## config.mk

```make
export PLATFORM = sky130hd
export DESIGN_NAME = apb_rr_master_arb
export DESIGN_NICKNAME = d
export VERILOG_FILES = /design/src/rtl/apb_rr_master_arb.sv
export SDC_FILE = /design/constraint.sdc
export NUM_CORES = 1
export LEC_CHECK = 0
export ABC_AREA = 1
export BUFFER_PORTS_ARGS = -buffer_cell sky130_fd_sc_hd__buf_2
export CORE_AREA = 2 2 157 159
export CTS_CLUSTER_SIZE = 25
export DETAILED_ROUTE_END_ITERATION = 16
export DIE_AREA = 0 0 159 161
export SLEW_MARGIN = 10
export SYNTH_ARGS = -nofsm -noshare
export SYNTH_HDL_FRONTEND = slang
export SYNTH_SLANG_ARGS = --single-unit
```

## constraint.sdc

```tcl
create_clock -name clk_i -period 2.6 [get_ports clk_i]
set_input_delay 0.26 -clock clk_i [delete_from_list [all_inputs] [get_ports clk_i]]
set_output_delay 0.26 -clock clk_i [all_outputs]
set_load 0.05 [all_outputs]
```

## src/rtl/apb_rr_master_arb.sv

```systemverilog
// apb_rr_master_arb
// Round-robin arbiter in front of a single-outstanding APB master. N command
// sources share one APB slave; each granted command runs SETUP then ACCESS,
// and the owning source receives a one-cycle response pulse carrying read
// data or a timeout error.
//
// Handshake semantics (command side): a requester raises req_valid_i[i] with
// its write/addr/wdata fields and holds them stable until it sees
// req_ready_o[i]=1 on a rising edge; that edge is the transfer. Dropping valid
// before the grant withdraws the command with no effect. req_ready_o is a
// combinational one-hot pulse, only ever raised while the sequencer is idle.
// The response side has no back-pressure: rsp_valid_o is a one-cycle one-hot
// pulse to the owner and rsp_rdata_o/rsp_err_o are meaningful only with it.
module apb_rr_master_arb #(
   parameter int NUM_REQ        = 4,
   parameter int ADDR_W         = 32,
   parameter int DATA_W         = 32,
   parameter int TIMEOUT_CYCLES = 16
) (
   input  logic                      clk_i,
   input  logic                      rst_i,
   input  logic [NUM_REQ-1:0]        req_valid_i,
   output logic [NUM_REQ-1:0]        req_ready_o,
   input  logic [NUM_REQ-1:0]        req_write_i,
   input  logic [NUM_REQ*ADDR_W-1:0] req_addr_i,
   input  logic [NUM_REQ*DATA_W-1:0] req_wdata_i,
   output logic [NUM_REQ-1:0]        rsp_valid_o,
   output logic [DATA_W-1:0]         rsp_rdata_o,
   output logic                      rsp_err_o,
   output logic                      m_psel_o,
   output logic                      m_penable_o,
   output logic                      m_pwrite_o,
   output logic [ADDR_W-1:0]         m_paddr_o,
   output logic [DATA_W-1:0]         m_pwdata_o,
   input  logic [DATA_W-1:0]         m_prdata_i,
   input  logic                      m_pready_i
);

   // Index width for requester numbers; a single requester still needs one bit.
   localparam int GW    = (NUM_REQ > 1) ? $clog2(NUM_REQ) : 1;
   // Wait counter width; one bit is kept when the timeout is disabled.
   localparam int CNT_W = (TIMEOUT_CYCLES > 0) ? $clog2(TIMEOUT_CYCLES + 1) : 1;

   // Pointer value after reset so that requester 0 wins the first search.
   localparam logic [GW-1:0]    LAST_RST = GW'(NUM_REQ - 1);
   // Counter value seen in the final allowed ACCESS cycle.
   localparam logic [CNT_W-1:0] CNT_LAST = (TIMEOUT_CYCLES > 0) ? CNT_W'(TIMEOUT_CYCLES - 1) : '0;
   // Saturation value so the counter never wraps when the timeout is disabled.
   localparam logic [CNT_W-1:0] CNT_MAX  = '1;

   typedef enum logic [1:0] {
      ST_IDLE   = 2'd0,
      ST_SETUP  = 2'd1,
      ST_ACCESS = 2'd2
   } state_t;

   state_t              state_q, state_d;
   logic [GW-1:0]       last_grant_q, last_grant_d;
   logic [CNT_W-1:0]    cnt_q, cnt_d;
   logic                pwrite_q, pwrite_d;
   logic [ADDR_W-1:0]   paddr_q, paddr_d;
   logic [DATA_W-1:0]   pwdata_q, pwdata_d;
   logic                psel_q, psel_d;
   logic                penable_q, penable_d;
   logic [NUM_REQ-1:0]  rsp_valid_q, rsp_valid_d;
   logic [DATA_W-1:0]   rsp_rdata_q, rsp_rdata_d;
   logic                rsp_err_q, rsp_err_d;

   logic                grant_found;
   logic [GW-1:0]       grant_idx;
   logic [GW-1:0]       cand_idx;
   logic                accept;
   logic                sel_write;
   logic [ADDR_W-1:0]   sel_addr;
   logic [DATA_W-1:0]   sel_wdata;
   logic [NUM_REQ-1:0]  owner_vec;
   logic                timeout_hit;

   // Round-robin search: first valid requester after the last grant, wrapping at NUM_REQ.
   always_comb begin
      grant_found = 1'b0;
      grant_idx   = '0;
      cand_idx    = '0;
      for (int i = 0; i < NUM_REQ; i++) begin
         cand_idx = GW'((int'(last_grant_q) + 1 + i) % NUM_REQ);
         if (!grant_found && req_valid_i[cand_idx]) begin
            grant_found = 1'b1;
            grant_idx   = cand_idx;
         end
      end
   end

   // A grant is only offered while idle and never while reset is being applied.
   assign accept = (state_q == ST_IDLE) && grant_found && !rst_i;

   // Select the winner's command fields and raise its one-hot ready.
   always_comb begin
      sel_write   = 1'b0;
      sel_addr    = '0;
      sel_wdata   = '0;
      req_ready_o = '0;
      for (int i = 0; i < NUM_REQ; i++) begin
         if (grant_idx == GW'(i)) begin
            sel_write      = req_write_i[i];
            sel_addr       = req_addr_i[i*ADDR_W +: ADDR_W];
            sel_wdata      = req_wdata_i[i*DATA_W +: DATA_W];
            req_ready_o[i] = accept;
         end
      end
   end

   // The last grant is also the owner of the transaction in flight.
   always_comb begin
      owner_vec = '0;
      for (int i = 0; i < NUM_REQ; i++) begin
         owner_vec[i] = (last_grant_q == GW'(i));
      end
   end

   // Abort condition: the final allowed ACCESS cycle passes without pready.
   assign timeout_hit = (TIMEOUT_CYCLES != 0) && (cnt_q == CNT_LAST);

   // Sequencer next-state and next-output logic; responses are single-cycle pulses.
   always_comb begin
      state_d      = state_q;
      last_grant_d = last_grant_q;
      cnt_d        = cnt_q;
      pwrite_d     = pwrite_q;
      paddr_d      = paddr_q;
      pwdata_d     = pwdata_q;
      psel_d       = psel_q;
      penable_d    = penable_q;
      rsp_valid_d  = '0;
      rsp_rdata_d  = '0;
      rsp_err_d    = 1'b0;
      unique case (state_q)
         ST_IDLE: begin
            if (accept) begin
               state_d      = ST_SETUP;
               last_grant_d = grant_idx;
               pwrite_d     = sel_write;
               paddr_d      = sel_addr;
               pwdata_d     = sel_wdata;
               psel_d       = 1'b1;
               penable_d    = 1'b0;
            end
         end
         ST_SETUP: begin
            // pready is deliberately ignored here.
            state_d   = ST_ACCESS;
            penable_d = 1'b1;
            cnt_d     = '0;
         end
         ST_ACCESS: begin
            if (m_pready_i) begin
               state_d     = ST_IDLE;
               psel_d      = 1'b0;
               penable_d   = 1'b0;
               rsp_valid_d = owner_vec;
               rsp_rdata_d = pwrite_q ? '0 : m_prdata_i;
            end else if (timeout_hit) begin
               state_d     = ST_IDLE;
               psel_d      = 1'b0;
               penable_d   = 1'b0;
               rsp_valid_d = owner_vec;
               rsp_err_d   = 1'b1;
            end else if (cnt_q != CNT_MAX) begin
               cnt_d = cnt_q + CNT_W'(1);
            end
         end
         default: begin
            state_d   = ST_IDLE;
            psel_d    = 1'b0;
            penable_d = 1'b0;
         end
      endcase
   end

   // State and registered outputs; reset abandons any transaction without a response.
   always_ff @(posedge clk_i) begin
      if (rst_i) begin
         state_q      <= ST_IDLE;
         last_grant_q <= LAST_RST;
         cnt_q        <= '0;
         pwrite_q     <= 1'b0;
         paddr_q      <= '0;
         pwdata_q     <= '0;
         psel_q       <= 1'b0;
         penable_q    <= 1'b0;
         rsp_valid_q  <= '0;
         rsp_rdata_q  <= '0;
         rsp_err_q    <= 1'b0;
      end else begin
         state_q      <= state_d;
         last_grant_q <= last_grant_d;
         cnt_q        <= cnt_d;
         pwrite_q     <= pwrite_d;
         paddr_q      <= paddr_d;
         pwdata_q     <= pwdata_d;
         psel_q       <= psel_d;
         penable_q    <= penable_d;
         rsp_valid_q  <= rsp_valid_d;
         rsp_rdata_q  <= rsp_rdata_d;
         rsp_err_q    <= rsp_err_d;
      end
   end

   assign m_psel_o    = psel_q;
   assign m_penable_o = penable_q;
   assign m_pwrite_o  = pwrite_q;
   assign m_paddr_o   = paddr_q;
   assign m_pwdata_o  = pwdata_q;
   assign rsp_valid_o = rsp_valid_q;
   assign rsp_rdata_o = rsp_rdata_q;
   assign rsp_err_o   = rsp_err_q;

endmodule
```

==> run summary <==
Register area: 2240 µm²
Total wire length: 25.5 mm
Multi-input gate area: 3410 µm²
Pleak: 5.15 nW
Seq/Total Area, Yosys: 35.6%
Min-delay worst type: input port to flop
Initial DRC Count: 417
XOR/XNOR Fraction of Synth Area: 0%
CTS Buf Count: 9
Synth top area share: 35.6%
Clk pwr share: 11.1%
Post-synth cell types: 27
Internal reg-to-reg setup slack: 120 ps
Synth Warn #: 0
Worst VDD drop: 0.000700 V
R2R depth: 19
Post-route minimum period: 2570 ps
Post-synth ARST share: 0%
IO Port Bufs: 406
Routed len/inst: 14.4 µm
Max-slew violation count: 0
Remaining antenna violation count: 0
Synth area leader: dfxtp_1
Slowest CP cell: dfxtp_2
Vias in the first global route: 7357
CTS Sinks: 112
Antenna violations before repair: 1
Multiplexer share of the synthesized area: 0%
Syn Inst Count: 1047
Die area: 25600 µm²
Crit path max-delay family: simple AND/OR/NAND/NOR gates
Worst slew pin tran: 624 ps
H-tree depth: 3
Sequential power share: 17.0%
Worst path max stage delay: 340 ps
Die width: 159 µm
Hold Path Sink: rsp_err_o
Rows: 57
CTS Buffer Depth: 2
Crit-path most repeated cell: nand2_2
Psw: 8.12 mW
Final layout net count: 1744
Final period util: 98.7%
CTS tree: built
Relative slew slack: 58.4%
Die height: 161 µm
Peak Freq: 0.390 GHz
Cells along the critical path: inv_2 > ha_4 > inv_4 > nand2_2 > nand2_2 > nand2_1 > nand2_2 > a21oi_2 > nand2_1 > nand2_4 > inv_4 > nor3_4 > buf_6
RSZ-0062 raised after global routing: true
Core Area: 24000 µm²
Startpoint type of the worst setup path: flop
Internal power: 6.40 mW
Synthesized cell area: 6300 µm²
Logic pwr share: 71.9%
Top_reg_cell synth: dfxtp_1
Hold path cells: 2
Yosys reg bits: 112
Residual DRC: 0
Largest net degree at the start of global routing: 49
# fillers: 2623
Power density over the cells: 1560 nW/µm²
RePlAce Congestion: 0.880
Syn_area_per_cell: 6.01 µm²
Synth Area in Adders: 1.39%
Post-DP HPWL: 18.8 mm
Clock transition at path regs: 90 ps
Final setup TNS: 0 ps
Crit path required time: 2340 ps
Post-Syn Nets: 1353
Crit. End Element: primary output
Top-level I/O count: 407
HP Start: m_pready_i
Vias/cell: 4.41
Via count: 7799
WS Path Type: flop to primary output
Max Cap Violations: 0
Layout cells sized above 1: 34.5%
Post-CTS Hold Buffers: 0
Initial Utilization: 26.3%
Synth Area in Simple Gates: 41.5%
Critical path buffers and inverters: 4
Synth top cells by count: nand2_1, nor2_1, dfxtp_1
Clk_skew: 12.7 ps
First-pass GRT wire length: 38.9 mm
Count leader, synth: nand2_1
Largest family of logic cells by synthesized area: simple AND/OR/NAND/NOR gates
Core Util, Final: 38.7%
Reg2Reg Capture Point: m_pwdata_o[29]
Root buf cell: clkbuf_16
Sw Ratio: 55.9%
Compound-cell area share of the yosys netlist: 9.87%
Synth area leaders: dfxtp_1, nand2_1, nor2_1, nand3_1, inv_1
CP startpoint: last_grant_q[1]
Layout area overhead: 47.3%
Status: finished clean
CP Max Fanout: 5
Gr usage total: 18.9%
Final setup vio count: 0
Reg2reg start: last_grant_q[1]
Count of final hold-check violations: 0
Post-synth EDFFs: 0
Total global routing overflow: 0
Later-pin clock latency in the skew report: 360 ps
Drt pass-1 iters: 5
CP arrival: 2310 ps
-- layer usage --
metal	part of all wire (%)	GRT usage, %	vias to the layer above	wire length, µm
met5	0	0	-	0
met4	2.3	5.74	0	575
met3	7.0	3.78	35	1780
met2	48	32.8	307	12200
met1	43	23.8	3460	11000
li1	-	-	3997	-
-- what timing repair did --
| action | 4_1_cts | 5_1_grt |
|---|---|---|
| cloned | 1 | 3 |
| endpoints found under the setup margin | 4 | 47 |
| setup buffers | 5 | 4 |
| pin swaps | 5 | 12 |
| gates resized for setup | 15 | 20 |
-- cell type report --
cell class | count | area share [%]
diodes | 1 | 0.0270
clock inverters | 7 | 1.17
repair buffers | 442 | 27.0
multi-input cells | 776 | 36.8
clock buffers | 9 | 2.43
flip-flops and latches | 112 | 24.2
well taps | 324 | 4.37
inverters | 97 | 4.00
-- worst max-delay path by stage --
stage          slack [ps]  cells after the start             end
6_report               30                     13  req_ready_o[2]
5_1_grt               -90                     14  req_ready_o[2]
4_1_cts                -6                     13  req_ready_o[2]
3_5_place_dp           80                     16   m_paddr_o[11]
3_3_place_gp          150                     13  req_ready_o[2]
2_1_floorplan          30                     16  req_ready_o[2]
-- cell usage in the layout, fill, tap and decap left out, drive strengths merged, types with 2 or more instances in the layout --
| cell type | synthesis | layout |
|---|---|---|
| nand3 | 76 | 76 |
| nand2 | 378 | 378 |
| a21oi | 52 | 52 |
| o21ai | 68 | 68 |
| dfxtp | 112 | 112 |
| clkbuf | 27 | 11 |
| inv | 97 | 101 |
| bufinv | 0 | 2 |
| ha | 7 | 7 |
| buf | 35 | 439 |
| a22oi | 2 | 2 |
| nor3 | 5 | 5 |
| nor2 | 183 | 183 |
-- power by group through the flow --
stage / clock network (mW) / registers (mW) / logic [mW]
detailed placement: 0 / 2.50 / 9.28
floorplan: 0 / 4.03 / 5.47
finish: 1.61 / 2.47 / 10.4
global placement: 0 / 2.51 / 9.25
CTS: 1.66 / 2.48 / 9.70
global route: 1.74 / 2.53 / 11.5
-- cells by family (layout without fill, tap and decap cells) --
| kind of cell | after synthesis | count (layout) |
|---|---|---|
| AOI/OAI and AO/OA | 123 | 123 |
| adders and majority gates | 7 | 7 |
| buffers and inverters | 159 | 555 |
| DFF | 112 | 112 |
| other | 0 | 1 |
| and+or+nand+nor | 646 | 646 |
-- flip-flops by register name, indices dropped and copies added (netlist names) --
register      flops
state_q           2
rsp_err_o         1
cnt_q             5
m_pwdata_o       32
rsp_valid_o       4
m_pwrite_o        1
m_psel_o          1
rsp_rdata_o      32
m_paddr_o        32
last_grant_q      2
-- per-stage QoR --
step	cell area, µm²	cells	power [mW]	hold slack (ps)	worst slack [ps]
2_1_floorplan	6360	1047	9.50	332	28.0
3_3_place_gp	8660	1738	11.8	450	149
3_5_place_dp	8660	1738	11.8	451	84.9
4_1_cts	9100	1760	13.8	85.3	-5.96
5_1_grt	9280	1768	15.7	89.6	-89.4
6_report	9280	1768	14.5	99.0	34.3
Power figures use the tool's default switching activity.
